## src/rtl/serial_adder_if.sv

```systemverilog
// Operand/result bundle between a controller and the serial adder.
// The controller drives the master side; the adder implements the slave side.
interface serial_adder_if #(
  parameter int WIDTH = 8
);
  logic             start;
  logic [WIDTH-1:0] a;
  logic [WIDTH-1:0] b;
  logic             cin;
  logic             busy;
  logic             done;
  logic [WIDTH-1:0] sum;
  logic             cout;
  logic             overflow;

  modport master (
    output start, a, b, cin,
    input  busy, done, sum, cout, overflow
  );

  modport slave (
    input  start, a, b, cin,
    output busy, done, sum, cout, overflow
  );
endinterface

```

## src/rtl/serial_adder.sv

```systemverilog
// Bit-serial adder through one addbit cell, LSB first; start->done latency WIDTH+1 cycles.
// No backpressure: start is taken in IDLE or DONE only and silently dropped while busy.
module addbit (
  input  logic a,
  input  logic b,
  input  logic ci,
  output logic s,
  output logic co
);
  assign s  = a ^ b ^ ci;
  assign co = (a & b) | (a & ci) | (b & ci);
endmodule

module serial_adder #(
  parameter int WIDTH = 8
) (
  input  logic           clk,
  input  logic           rst,
  serial_adder_if.slave  bus
);
  localparam int CW = $clog2(WIDTH);
  localparam logic [CW-1:0] LAST     = CW'(WIDTH - 1);
  localparam logic [CW-1:0] PRE_LAST = CW'(WIDTH - 2);

  typedef enum logic [1:0] {IDLE, SHIFT, DONE} state_t;

  state_t           state_q, state_d;
  logic [WIDTH-1:0] op_a, op_b, psum;
  logic [WIDTH-1:0] sum_q;
  logic             carry, msb_c;
  logic             cout_q, ovf_q;
  logic [CW-1:0]    cnt;
  logic             bit_s, bit_co;
  logic             accept, last;

  addbit u_addbit (
    .a  (op_a[0]),
    .b  (op_b[0]),
    .ci (carry),
    .s  (bit_s),
    .co (bit_co)
  );

  always_comb begin
    state_d = state_q;
    accept  = 1'b0;
    last    = 1'b0;
    case (state_q)
      IDLE: begin
        accept = bus.start;
        if (bus.start) state_d = SHIFT;
      end
      SHIFT: begin
        last = (cnt == LAST);
        if (cnt == LAST) state_d = DONE;
      end
      DONE: begin
        accept  = bus.start;
        state_d = bus.start ? SHIFT : IDLE;
      end
      default: state_d = IDLE;
    endcase
  end

  always_ff @(posedge clk) begin
    if (rst) begin
      state_q <= IDLE;
      op_a    <= '0;
      op_b    <= '0;
      psum    <= '0;
      sum_q   <= '0;
      carry   <= 1'b0;
      msb_c   <= 1'b0;
      cout_q  <= 1'b0;
      ovf_q   <= 1'b0;
      cnt     <= '0;
    end else begin
      state_q <= state_d;
      if (accept) begin
        op_a  <= bus.a;
        op_b  <= bus.b;
        carry <= bus.cin;
        msb_c <= 1'b0;
        psum  <= '0;
        cnt   <= '0;
      end else if (state_q == SHIFT) begin
        op_a  <= op_a >> 1;
        op_b  <= op_b >> 1;
        carry <= bit_co;
        psum  <= {bit_s, psum[WIDTH-1:1]};
        // carry out of bit WIDTH-2 is the carry into the MSB
        if (cnt == PRE_LAST) msb_c <= bit_co;
        if (last) begin
          sum_q  <= {bit_s, psum[WIDTH-1:1]};
          cout_q <= bit_co;
          ovf_q  <= bit_co ^ msb_c;
        end else begin
          cnt <= cnt + CW'(1);
        end
      end
    end
  end

  assign bus.busy     = (state_q == SHIFT);
  assign bus.done     = (state_q == DONE);
  assign bus.sum      = sum_q;
  assign bus.cout     = cout_q;
  assign bus.overflow = ovf_q;
endmodule

```

## src/flat_wrapper.sv

```systemverilog
// flat-port wrapper written by rule: the top's interface ports become plain ports
module serial_adder_flat 
#(
  parameter int WIDTH = 8
)
  (clk, rst, bus_start, bus_a, bus_b, bus_cin, bus_busy, bus_done, bus_sum, bus_cout, bus_overflow);
  serial_adder_if #(.WIDTH(WIDTH)) bus_i ();
  input  logic clk;
  input  logic rst;
  input wire logic [$bits(bus_i.start)-1:0] bus_start;
  input wire logic [$bits(bus_i.a)-1:0] bus_a;
  input wire logic [$bits(bus_i.b)-1:0] bus_b;
  input wire logic [$bits(bus_i.cin)-1:0] bus_cin;
  output wire logic [$bits(bus_i.busy)-1:0] bus_busy;
  output wire logic [$bits(bus_i.done)-1:0] bus_done;
  output wire logic [$bits(bus_i.sum)-1:0] bus_sum;
  output wire logic [$bits(bus_i.cout)-1:0] bus_cout;
  output wire logic [$bits(bus_i.overflow)-1:0] bus_overflow;
  assign bus_i.start = bus_start;
  assign bus_i.a = bus_a;
  assign bus_i.b = bus_b;
  assign bus_i.cin = bus_cin;
  assign bus_busy = bus_i.busy;
  assign bus_done = bus_i.done;
  assign bus_sum = bus_i.sum;
  assign bus_cout = bus_i.cout;
  assign bus_overflow = bus_i.overflow;
  serial_adder #(.WIDTH(WIDTH)) u_core (.clk(clk), .rst(rst), .bus(bus_i));
endmodule
```

## config.mk

```make
export PLATFORM = sky130hd
export DESIGN_NAME = serial_adder_flat
export DESIGN_NICKNAME = d
export VERILOG_FILES = /design/src/rtl/serial_adder_if.sv /design/src/rtl/serial_adder.sv /design/src/flat_wrapper.sv
export SDC_FILE = /design/constraint.sdc
export NUM_CORES = 1
export LEC_CHECK = 0
export BUFFER_PORTS_ARGS = -buffer_cell sky130_fd_sc_hd__buf_2
export CAP_MARGIN = 20
export CORE_UTILIZATION = 40
export DETAILED_ROUTE_END_ITERATION = 10
export SYNTH_ARGS = -nofsm -noshare
export SYNTH_HDL_FRONTEND = slang
export SYNTH_SLANG_ARGS = --single-unit
```

## constraint.sdc

```tcl
create_clock -name clk -period 1.7 [get_ports clk]
set_clock_uncertainty 0.2 [all_clocks]
set_input_delay 0.34 -clock clk [delete_from_list [all_inputs] [get_ports clk]]
set_output_delay 0.34 -clock clk [all_outputs]
set_load 0.005 [all_outputs]
```

==> Yosys cells after proc, flatten, opt, wreduce, memory -nomap -nowiden <==
Index checks and enable logic that the tools add are counted.
{ "totals": {"register_bits": 41, "out_inout_bits": 12} }
{ "classes": {"n_mux": 12, "bitwise_logic": 10, "n_eq_ne": 6, "reduce_logical": 8, "add_sub_neg": 1} }
{ "ops": {"columns": ["cell", "n"], "rows": [
  ["$mux W8", 4],
  ["$eq A3 B3 Y1 const B", 2],
  ["$pmux W2 S3", 1],
  ["$reduce_and A2 Y1", 3],
  ["$mux W1", 5],
  ["$mux W2", 2],
  ["$reduce_or A2 Y1", 2],
  ["$add A3 B1 Y3 const B", 1],
  ["$and A1 B1 Y1", 3],
  ["$reduce_and A3 Y1", 1],
  ["$xor A1 B1 Y1", 3],
  ["$eq A2 B1 Y1 const B", 1],
  ["$eq A2 B2 Y1 const B", 1],
  ["$logic_not A2 Y1", 1],
  ["$ne A2 B1 Y1 const B", 1],
  ["$ne A2 B2 Y1 const B", 1],
  ["$not A1 Y1", 2],
  ["$or A1 B1 Y1", 2],
  ["$reduce_bool A2 Y1", 1]
]} }

==> Logic depth before layout (Yosys ltp) <==
{ "logic_depth": {"word_depth": 5, "depth_mapped": 6} }

==> Modules after synthesis <==
A second synthesis with hierarchy kept.
{ "unflattened": {"cells_unflattened": 186, "hier_area_um2": 1614.0} }
{ "by_module_without_submodules": {"columns": ["mod", "cells_per_inst", "n_inst", "area_each_um2", "seq_area_each_um2"], "rows": [
  ["serial_adder", 185, 1, 1594.0, 800.8],
  ["addbit", 1, 1, 20.0, 0.0]
]} }

==> Worst setup path after synthesis <==
Ideal clock, no wire load.
{ "synth_path": {"path_type": "register -> register", "from": "register u_core.cnt[0]", "to": "register u_core.cnt[1]", "path_stages_with_launch": 6, "n_path_buf": 0, "slack_ps": 177, "t_required_ps": 1414, "t_arrival_ps": 1238, "synth_period_minus_slack_ps": 1523, "cell_sequence": "dfxtp_1 -> ha_1 -> ha_1 -> nor3b_2 -> nor2_1 -> a211oi_1"} }
{ "synth_between": {"elab_chain_len": 4, "word_cells_on_any_way": 5} }
{ "synth_rtl": {"columns": ["element", "line_no", "rtl"], "rows": [
  ["from (decl)", "serial_adder.sv:32", "logic [CW-1:0] cnt;"],
  ["from (signal assigned)", "serial_adder.sv:98", "cnt <= cnt + CW'(1);"],
  ["$eq A3 B3 Y1", "serial_adder.sv:54", "last = (cnt == LAST);"],
  ["$mux W1", "serial_adder.sv:48", "case (state_q)"],
  ["$not A1 Y1 (no line)", null, null],
  ["$reduce_and A2 Y1 (no line)", null, null]
]} }
Several ways; a longest one is shown, not always the timed one.
A chain may end at the register's enable or synchronous reset.

==> Worst setup path in the final report <==
{ "layout_path": {"from": "register u_core.state_q[1]", "to": "output bus_busy"} }
{ "layout_between": {"elab_chain_len": 1} }
{ "layout_rtl": {"columns": ["element", "line_no", "rtl"], "rows": [
  ["from (decl)", "serial_adder.sv:27", "state_t state_q, state_d;"],
  ["from (signal assigned)", "serial_adder.sv:78", "state_q <= state_d;"],
  ["$eq A2 B1 Y1", "serial_adder.sv:104", "assign bus.busy = (state_q == SHIFT);"],
  ["to (decl)", "flat_wrapper.sv:14", "output wire logic [$bits(bus_i.busy)-1:0] bus_busy;"]
]} }
No other way between the ends.

==> flow_metrics.tcl <==
set metrics [dict create \
    core_region_area_sq_um 3770 \
    htree_levels 2 \
    clock.fmax_mhz 617 \
    grt_max_degree 30 \
    grt_pass1_wl_mm 5.83 \
    grt_pass1_vias 1343 \
    finalInstanceArea_sq_um 1940 \
    antenna_found_initial 0 \
    rsz0062_at_grt "false" \
    slew_violations 0 \
    track_usage_pct 17.6 \
    powerDensity_nw_per_um2 963 \
    clockBufferDepth 2 \
    status "finished, final reports clean" \
    vias 1391 \
    period_minus_slack_ns 1.62 \
    cellLeakagePower_nw 0.749 \
    synthArstFlopShare_pct 0 \
    drc 0 \
    vdd_drop_max_uv 471 \
    dpl_cell_area_sq_um 1810 \
    layout.nets 243 \
    end_kind "output pin" \
    hold_class "in2reg" \
    yosys_most_used_dff "dfxtp_1" \
    postSynthAreaPerCell_sq_um 8.71 \
    synth_nets 211 \
    syn_area_sq_um 1630 \
    globalplace.congestion 0.730 \
    cp_max_fo 13 \
    cts-root-buf "clkbuf_8" \
    cts_tree "done" \
    dieHeight_um 65.8 \
    arrival_ns 1.08 \
    final_cells 268 \
    wl_mm 3.47 \
    die-area_sq_um 4330 \
    cp.required_ns 1.16 \
    insertion_delay_ns 0.29 \
    max_slew_margin_pct 73.1 \
    hold_depth 3 \
    ys_ff_latch 40 \
    hpwlAfterDp_mm 2.39 \
    start_util_pct 43.2 \
    synth_cell_type_count 30 \
    tightest_slew_ns 0.403 \
    diodes 0 \
    path_class "reg2out" \
    vias_per_cell 5.19 \
    rows 22 \
    ant_nets 0 \
    setup_violations 0 \
    wire_per_inst_um 12.9 \
    hold_viol_final 0 \
    synth-edff-count 0 \
    yosysTopAreaCellShare_pct 49.2 \
    path_clk_slew_ns 0.07 \
    synthTopCellsByArea "dfxtp_1 49%, nand2_1 11%, a21oi_1 6.5%" \
    cts.hold.buffers_added 0 \
    dp.cells 259 \
    cts_made_buffers 5 \
    postCtsSetupBuffers 0 \
    yosys_warnings 0 \
    synth_commonest_cells "46 x nand2_1, 40 x dfxtp_1, 21 x a21oi_1" \
    gr-total-overflow 0 \
    post-route-period-util_pct 95.3 \
    die_w_um 65.8 \
    syn_inst 187 \
    numClockSinks 40 \
    portBuffers 31 \
    drt_iter0_drc 66 \
    ys_seq_area_share_pct 49.2 \
    io_pins 32 \
    rr_worst_depth 5 \
    yosysMostFrequentCell "nand2_1" \
    cap_violations 0 \
    start_kind "flop" \
    drt-pass1-iter-count 4 \
    yosysTopAreaCell "dfxtp_1" \
    drive_above_1_share_pct 24.1 \
    syn_to_final_growth_pct 18.8 \
]
==> timing repair <==
| action | CTS | global route |
|---|---|---|
| resized for setup | 6 | 4 |
| endpoints found under the setup margin | 2 | 12 |
| pin swaps | 0 | 1 |
| cloned | 1 | 0 |
| hold endpoints to repair | 0 | 0 |
==> cell usage in the layout, fill, tap and decap left out, types with 2 or more instances in the layout <==
cell type  Yosys  layout
nand2_1       46      46
dfxtp_1       40      37
buf_2          4      31
a21oi_1       21      21
nor3_1        14      14
nor2_1        12      12
o22ai_1        6       6
clkbuf_8       0       6
buf_4          3       5
a311oi_1       4       4
a22oi_1        3       3
nand3_1        3       3
dfxtp_2        0       3
nor2b_1        2       2
xnor2_1        2       2
a211oi_1       2       2
o21ai_0        2       2
a311oi_2       2       2
mux2i_1        2       2
ha_1           3       2
clkbuf_1       1       2
==> report_power, final <==
group	total, mW	internal (mW)	switching (mW)
clock	0.635	0.331	0.305
sequential	1.01	0.980	0.0288
combinational	0.219	0.0947	0.125
==> per-stage QoR <==
stage / utilization, % / hold WS [ns] / power (mW) / worst slack (ns) / TNS (ns)
3_3_place_gp: 47.9 / 0.244 / 1.23 / 0.132 / 0
5_1_grt: 51.3 / 0.145 / 1.95 / 0.0107 / 0
6_report: 51.3 / 0.140 / 1.86 / 0.0800 / 0
2_1_floorplan: - / 0.232 / 1.18 / 0.177 / 0
4_1_cts: 50.8 / 0.134 / 1.87 / -0.00370 / -0.00370
3_5_place_dp: 47.9 / 0.252 / 1.24 / 0.0256 / 0
==> worst max-delay path, stage by stage (launching register included) <==
cell and delay (ns):
dfxtp_2 0.39, nand2b_4 0.21, inv_8 0.07, buf_2 0.12
==> per-layer routing <==
metal	vias to the layer above	wire length, um	track usage (%)	part of all wire [%]
met5	-	0	0	0
met4	0	54	6.25	1.6
met1	631	1490	20.2	43
li1	710	-	-	-
met3	8	185	3.79	5.3
met2	42	1740	31.5	50
==> final cells by class <==
type	count	area, sq um
flip-flops and latches	40	805
multi-input cells	132	747
repair inverters	1	6.26
well taps	48	60.1
repair buffers	37	213
inverters	2	15.0
clock buffers	8	90.1
fillers	345	1840
==> worst paths after layout <==
kind                     start                end  slack (ns)
max reg2reg      u_core.cnt[0]      u_core.cnt[1]        0.11
max          u_core.state_q[1]           bus_busy        0.08
min reg2reg  u_core.bus.sum[2]  u_core.bus.sum[2]        0.26
min                   bus_b[3]     u_core.op_b[3]        0.14
==> state kept, by name (all words and copies together) (netlist names) <==
| signal | cells |
|---|---|
| u_core.msb_c | 1 |
| u_core.bus.cout | 1 |
| u_core.carry | 1 |
| u_core.op_b | 8 |
| u_core.bus.overflow | 1 |
| u_core.state_q | 2 |
| u_core.cnt | 3 |
| u_core.bus.sum | 8 |
| u_core.psum | 7 |
| u_core.op_a | 8 |
==> kinds of logic after synthesis <==
group	count (synthesis)	share of synthesized area, %
and+or+nand+nor	84	22.7
muxes	2	1.23
adders and majority gates	4	3.53
buffers and inverters	15	6.60
DFF	40	49.2
AOI/OAI and AO/OA	40	15.7
xor gates and xnor gates	2	1.08
(Power assumes the default switching activity.)
